--- src/rtl/arith_unit_if.sv ---
// rtl/arith_unit_if.sv - operand/result handshake bundle for arith_unit
interface arith_unit_if #(
    parameter int DATA_WIDTH = 16
);
    logic [DATA_WIDTH-1:0] i_a;
    logic [DATA_WIDTH-1:0] i_b;
    logic [1:0]            i_op;
    logic                  i_valid;
    logic                  o_ready;
    logic [DATA_WIDTH-1:0] o_data;
    logic                  o_data_is_neg;
    logic                  o_error;
    logic                  o_valid;
    logic                  i_ready;

    modport master (
        output i_a, i_b, i_op, i_valid, i_ready,
        input  o_ready, o_data, o_data_is_neg, o_error, o_valid
    );

    modport slave (
        input  i_a, i_b, i_op, i_valid, i_ready,
        output o_ready, o_data, o_data_is_neg, o_error, o_valid
    );
endinterface

--- src/rtl/arith_unit.sv ---
// rtl/arith_unit.sv - signed add/sub/mul/div unit with sign-magnitude result
module arith_unit #(
    parameter int DATA_WIDTH = 16
) (
    input  logic         clk,
    input  logic         rst_n,
    arith_unit_if.slave  bus
);
    localparam int DW = DATA_WIDTH;
    localparam int CW = $clog2(DW);
    localparam logic [2*DW-1:0] MAX_POS = {{(DW+1){1'b0}}, {(DW-1){1'b1}}};
    localparam logic [2*DW-1:0] MAX_NEG = MAX_POS + 1'b1;
    localparam logic [1:0] OP_ADD = 2'b00, OP_SUB = 2'b01, OP_MUL = 2'b10, OP_DIV = 2'b11;

    if ((DATA_WIDTH < 4) || (DATA_WIDTH % 4 != 0)) begin : g_bad_width
        $fatal(1, "arith_unit: DATA_WIDTH must be a multiple of 4 and at least 4");
    end

    typedef enum logic [1:0] {S_IDLE = 2'b00, S_COMPUTE = 2'b01, S_OUTPUT = 2'b10} state_t;

    state_t          r_state, w_state_nxt;
    logic [DW-1:0]   r_a, r_b;
    logic [1:0]      r_op;
    logic [CW-1:0]   r_cnt;
    logic [2*DW-1:0] r_acc;
    logic [DW-1:0]   r_data;
    logic            r_neg, r_err;

    logic [DW-1:0]   w_mag_a, w_mag_b, w_rem_nxt;
    logic [DW:0]     w_trial, w_sum, w_sum_mag;
    logic            w_ge;
    logic [2*DW-1:0] w_acc_nxt, w_mag;
    logic            w_neg_raw, w_neg, w_err;

    assign w_mag_a = r_a[DW-1] ? -r_a : r_a;
    assign w_mag_b = r_b[DW-1] ? -r_b : r_b;
    assign w_sum   = (r_op == OP_SUB) ? ({r_a[DW-1], r_a} - {r_b[DW-1], r_b})
                                      : ({r_a[DW-1], r_a} + {r_b[DW-1], r_b});

    // r_acc is the product for multiply, {remainder, quotient} for divide
    always_comb begin
        w_trial   = {r_acc[2*DW-1:DW], w_mag_a[r_cnt]};
        w_ge      = (w_trial >= {1'b0, w_mag_b});
        w_rem_nxt = w_ge ? (w_trial[DW-1:0] - w_mag_b) : w_trial[DW-1:0];
        if (r_op == OP_MUL)
            w_acc_nxt = {r_acc[2*DW-2:0], 1'b0} + (w_mag_b[r_cnt] ? {{DW{1'b0}}, w_mag_a} : '0);
        else
            w_acc_nxt = {w_rem_nxt, r_acc[DW-2:0], w_ge};
    end

    always_comb begin
        w_sum_mag = w_sum[DW] ? -w_sum : w_sum;
        w_mag     = {{(DW-1){1'b0}}, w_sum_mag};
        w_neg_raw = w_sum[DW];
        if (r_op == OP_MUL) begin
            w_mag     = w_acc_nxt;
            w_neg_raw = r_a[DW-1] ^ r_b[DW-1];
        end else if (r_op == OP_DIV) begin
            w_mag     = {{DW{1'b0}}, w_acc_nxt[DW-1:0]};
            w_neg_raw = r_a[DW-1] ^ r_b[DW-1];
        end
        w_neg = w_neg_raw && (w_mag != '0);
        w_err = (w_neg ? (w_mag > MAX_NEG) : (w_mag > MAX_POS))
                || ((r_op == OP_DIV) && (r_b == '0));
    end

    always_ff @(posedge clk or negedge rst_n) begin
        if (!rst_n) r_state <= S_IDLE;
        else        r_state <= w_state_nxt;
    end

    always_comb begin
        w_state_nxt = r_state;
        case (r_state)
            S_IDLE:    if (bus.i_valid) w_state_nxt = S_COMPUTE;
            S_COMPUTE: if (r_cnt == '0) w_state_nxt = S_OUTPUT;
            S_OUTPUT:  if (bus.i_ready) w_state_nxt = S_IDLE;
            default:   w_state_nxt = S_IDLE;
        endcase
    end

    always_ff @(posedge clk or negedge rst_n) begin
        if (!rst_n) begin
            r_a    <= '0;
            r_b    <= '0;
            r_op   <= OP_ADD;
            r_cnt  <= '0;
            r_acc  <= '0;
            r_data <= '0;
            r_neg  <= 1'b0;
            r_err  <= 1'b0;
        end else if (r_state == S_IDLE) begin
            if (bus.i_valid) begin
                r_a   <= bus.i_a;
                r_b   <= bus.i_b;
                r_op  <= bus.i_op;
                r_acc <= '0;
                r_cnt <= bus.i_op[1] ? CW'(DW - 1) : '0;
            end
        end else if (r_state == S_COMPUTE) begin
            r_acc <= w_acc_nxt;
            if (r_cnt == '0) begin
                r_data <= w_err ? '0 : w_mag[DW-1:0];
                r_neg  <= w_neg && !w_err;
                r_err  <= w_err;
            end else begin
                r_cnt <= r_cnt - CW'(1);
            end
        end
    end

    assign bus.o_ready       = (r_state == S_IDLE);
    assign bus.o_valid       = (r_state == S_OUTPUT);
    assign bus.o_data        = r_data;
    assign bus.o_data_is_neg = r_neg;
    assign bus.o_error       = r_err;
endmodule

--- src/flat_wrapper.sv ---
// flat-port wrapper written by rule: the top's interface ports become plain ports
module arith_unit_flat 
#(
    parameter int DATA_WIDTH = 16
)
  (clk, rst_n, bus_i_a, bus_i_b, bus_i_op, bus_i_valid, bus_i_ready, bus_o_ready, bus_o_data, bus_o_data_is_neg, bus_o_error, bus_o_valid);
  arith_unit_if #(.DATA_WIDTH(DATA_WIDTH)) bus_i ();
  input  logic clk;
  input  logic rst_n;
  input wire logic [$bits(bus_i.i_a)-1:0] bus_i_a;
  input wire logic [$bits(bus_i.i_b)-1:0] bus_i_b;
  input wire logic [$bits(bus_i.i_op)-1:0] bus_i_op;
  input wire logic [$bits(bus_i.i_valid)-1:0] bus_i_valid;
  input wire logic [$bits(bus_i.i_ready)-1:0] bus_i_ready;
  output wire logic [$bits(bus_i.o_ready)-1:0] bus_o_ready;
  output wire logic [$bits(bus_i.o_data)-1:0] bus_o_data;
  output wire logic [$bits(bus_i.o_data_is_neg)-1:0] bus_o_data_is_neg;
  output wire logic [$bits(bus_i.o_error)-1:0] bus_o_error;
  output wire logic [$bits(bus_i.o_valid)-1:0] bus_o_valid;
  assign bus_i.i_a = bus_i_a;
  assign bus_i.i_b = bus_i_b;
  assign bus_i.i_op = bus_i_op;
  assign bus_i.i_valid = bus_i_valid;
  assign bus_i.i_ready = bus_i_ready;
  assign bus_o_ready = bus_i.o_ready;
  assign bus_o_data = bus_i.o_data;
  assign bus_o_data_is_neg = bus_i.o_data_is_neg;
  assign bus_o_error = bus_i.o_error;
  assign bus_o_valid = bus_i.o_valid;
  arith_unit #(.DATA_WIDTH(DATA_WIDTH)) u_core (.clk(clk), .rst_n(rst_n), .bus(bus_i));
endmodule
--- config.mk ---
export PLATFORM = sky130hd
export DESIGN_NAME = arith_unit_flat
export DESIGN_NICKNAME = d
export VERILOG_FILES = /design/src/rtl/arith_unit_if.sv /design/src/rtl/arith_unit.sv /design/src/flat_wrapper.sv
export SDC_FILE = /design/constraint.sdc
export NUM_CORES = 1
export LEC_CHECK = 0
export BUFFER_PORTS_ARGS = -buffer_cell sky130_fd_sc_hd__buf_4
export CORE_MARGIN = 2
export CORE_UTILIZATION = 40
export CTS_CLUSTER_DIAMETER = 200
export DETAILED_ROUTE_END_ITERATION = 8
export MAX_ROUTING_LAYER = met4
export PLACE_DENSITY = 0.54
export SLEW_MARGIN = 0
export SYNTH_ARGS = -nofsm -noshare
export SYNTH_HDL_FRONTEND = slang
export SYNTH_SLANG_ARGS = --single-unit
export TNS_END_PERCENT = 30
--- constraint.sdc ---
create_clock -name clk -period 7.65 [get_ports clk]
set_input_delay 0.765 -clock clk [delete_from_list [all_inputs] [get_ports clk]]
set_output_delay 0.765 -clock clk [all_outputs]
set_load 0.1 [all_outputs]
==> summary.txt <==
Floorplan
  – # IOs: just under 60
  – Core area: 0.02243 mm^2
  – Die height: 154.5 um
  – Rows: 55
  – Starting Density: 40.36%
  – Die area: 0.02386 mm^2
  – Die width: 154.5 um

Clocking
  – Cts bufs inserted: 9
  – CTS tree: done
  – Clk_lat worst skew: 0.36 ns
  – Clock Path Buffers: 2
  – Post CTS Setup Buffer Count: 0
  – H-tree depth: 3
  – CTS Sinks: 90
  – Root buffer cell: clkbuf_16
  – Clock-pin slew on the worst setup and hold paths: 0.08 ns
  – Hold Buf Count CTS: 0

Logic synthesis
  – Number of enable flip-flop cells after synthesis: 0
  – Largest area contributor in the netlist: dfrtp_1
  – Synth unique cells: 82
  – Synth top area share: around a quarter
  – Post-Syn Nets: 1290
  – Top post-synthesis cells by count: nand2_1, nor2_1, o21ai_0, dfrtp_1, a21oi_1
  – Seq/Total Area, Yosys: about 25%
  – Top_reg_cell synth: dfrtp_1
  – Most frequent cell after synthesis: nand2_1
  – Post-Syn Area per Cell: 7.565 um^2
  – Synthesized cell area: ~0.0091 mm^2
  – Syn. warnings: 0
  – Synth Register Bits: 90
  – Top post-synthesis cells by area: dfrtp_1, nand2_1, ha_1
  – Async SR Flop Fraction: 100.0%
  – Mapped Cells: approximately 1200

Worst setup path
  – Worst-path maximum fanout: 16
  – Critical path data required time: 7.86 ns
  – Critical Path Sink Type: flop
  – Critical path type: flop to flop
  – CP arrival: 7.40 ns
  – CP startpoint kind: flop

Routing
  – Drt via density: 6.119
  – TritonRoute pass-1 iters: 5
  – Routed Antenna Nets: 0
  – Number of DRC markers in iteration 0: 959
  – Routed wire per std cell: 21.00 um
  – Routed Wire Length: 31340 um
  – Drt drc: 0
  – Vias: between 9000 and 10000

Timing
  – Skew final: roughly 0.016 ns
  – Max Clock Freq: 139.1 MHz
  – RSZ-0062 raised after global routing: false
  – Final worst hold slack: 0.3587 ns
  – Fin. Hold Viols: 0
  – Worst-Margin Slew: about 1.2 ns
  – Final setup fails: 0
  – Max-slew violation count: 0
  – Minimum clock period: 7.189 ns
  – Slew HR: a little under a quarter
  – Total negative slack: 0 ns
  – Crit share post-route: 93.98%

Finish
  – Final core utilization: 44.39%
  – # diodes: 0
  – Layout cells sized above 1: 9.942%
  – Post-route cell area: 0.009958 mm^2
  – Layout area overhead: 9.977%
  – Fill count: 2351
  – Final #Nets: 1295

Place
  – Detailed Place HPWL: 24220 um
  – DP Area: 0.009620 mm^2
  – Final RePlAce weighted congestion: 0.9725
  – IO buf count: 57

Global routing
  – Vias in the first global route: between 8000 and 9000
  – GRT Overall Usage: between 20% and 30%
  – First-pass GRT wire length: 48700 um
  – Largest net degree at the start of global routing: 54
  – Grt total ovfl: 0
  – Initial antenna violation count: 0

Flow run
  – Max-cap violations: 0

Run status
  – Status: finished clean

Min path
  – HP Class: primary input to asynchronous set/reset pin
==> worst max-delay path, cell delays in order, from the launching register on <==
cell and delay (ns):
dfrtp_1 0.49, or3_1 0.56, or2_2 0.38, or4_1 0.55, nor3_1 0.18, ha_1 0.17
inv_1 0.06, a21oi_1 0.14, nor2_1 0.05, a211o_1 0.24, a211o_1 0.23, o311a_1 0.34
nor2_1 0.19, ha_1 0.20, fa_1 0.23, a21o_1 0.16, a221oi_2 0.09, o21a_1 0.27
o32ai_1 0.64, mux2i_1 0.27, o221ai_1 0.20, a2111oi_4 0.33, o211ai_2 0.28, a211o_1 0.39
nor4_2 0.32, nor3_1 0.09
==> worst paths after layout <==
kind                       slack, ns                   end  depth (start not counted)                 start
setup / recovery                0.46    u_core.bus.o_error                         25         u_core.r_b[4]
hold / removal                  0.36      u_core.r_acc[18]                          1                 rst_n
setup reg to reg                0.46    u_core.bus.o_error                         25         u_core.r_b[4]
hold reg to reg                 0.49  u_core.bus.o_data[8]                          2  u_core.bus.o_data[8]
max in group asynchronous       6.18         u_core.r_a[4]                          2                 rst_n
min in group clk                0.49  u_core.bus.o_data[8]                          2  u_core.bus.o_data[8]
==> flip-flops by register name, indices dropped and copies added, names as in the netlist <==
signal,flops
u_core.r_b,16
u_core.r_a,16
u_core.bus.o_error,1
u_core.r_op,2
u_core.bus.o_data,16
u_core.bus.o_data_is_neg,1
u_core.r_cnt,4
u_core.r_acc,32
u_core.r_state,2
==> cell usage in the layout, fill, tap and decap left out, types with 5 or more instances in the layout <==
| cell type | n |
|---|---|
| nand2_1 | 194 |
| o21ai_0 | 96 |
| nor2_1 | 96 |
| dfrtp_1 | 90 |
| a21oi_1 | 85 |
| buf_4 | 69 |
| ha_1 | 52 |
| xor2_1 | 44 |
| xnor2_1 | 38 |
| inv_1 | 32 |
| nand3_1 | 31 |
| o31ai_1 | 22 |
| nor3_1 | 19 |
| mux2i_1 | 17 |
| or3_1 | 16 |
| a211oi_1 | 16 |
| and3_1 | 16 |
| a21o_1 | 16 |
| a31oi_1 | 15 |
| nand2b_1 | 14 |
| a22o_1 | 14 |
| o21a_1 | 13 |
| nand4_1 | 13 |
| o211ai_1 | 12 |
| and2_1 | 10 |
| nor2b_1 | 9 |
| or2_2 | 9 |
| clkbuf_16 | 9 |
| o221ai_1 | 8 |
| or4_1 | 7 |
| nor4_1 | 7 |
| a211o_1 | 6 |
| o22ai_1 | 6 |
| a32o_1 | 5 |
==> per-stage QoR <==
stage | cells | worst slack [ns]
6_report | 1492 | 0.4607
4_1_cts | 1492 | 0.2743
3_5_place_dp | 1476 | 0.2888
3_3_place_gp | 1476 | 0.5343
5_1_grt | 1492 | 0.02585
2_1_floorplan | 1197 | 1.264
==> per-layer routing <==
metal | track usage, % | wire (um) | share of wire (%)
met1 | 38.39 | 14520 | 46
met2 | 39.54 | 13730 | 44
met3 | 3.446 | 2076 | 6.6
met4 | 9.700 | 1010 | 3.2
met5 | - | 0 | 0
==> cell families (layout without fill, tap and decap cells) <==
| group | count (synthesis) | count (layout) | share of synthesized area (%) |
|---|---|---|---|
| AO/OA/AOI/OAI | 381 | 381 | 28.05 |
| flip-flops | 90 | 90 | 24.87 |
| adder cells (fa/ha/maj) | 55 | 55 | 7.849 |
| buffers and inverters | 107 | 117 | 4.767 |
| multiplexers | 19 | 19 | 2.377 |
| AND/OR/NAND/NOR | 462 | 462 | 23.97 |
| XOR/XNOR | 83 | 83 | 8.111 |
==> layout make-up <==
type	count	area [um^2]	share of cell area, %
clock buffer	9	225.2	2.262
clock inverter	7	76.32	0.7664
inverter	32	120.1	1.206
multi-input combinational	1000	6410	64.37
sequential	90	2252	22.62
tap	285	356.6	3.581
timing repair buffer	69	518.0	5.202
==> repair_timing <==
action / CTS / global route
endpoints found under the setup margin: 0 / 10
hold endpoints to repair: 0 / 0
resized for setup: 0 / 6
Power is left out: the tool's default activity adds up to more than one toggle a clock period on the data nets, which glitch-free logic cannot reach.
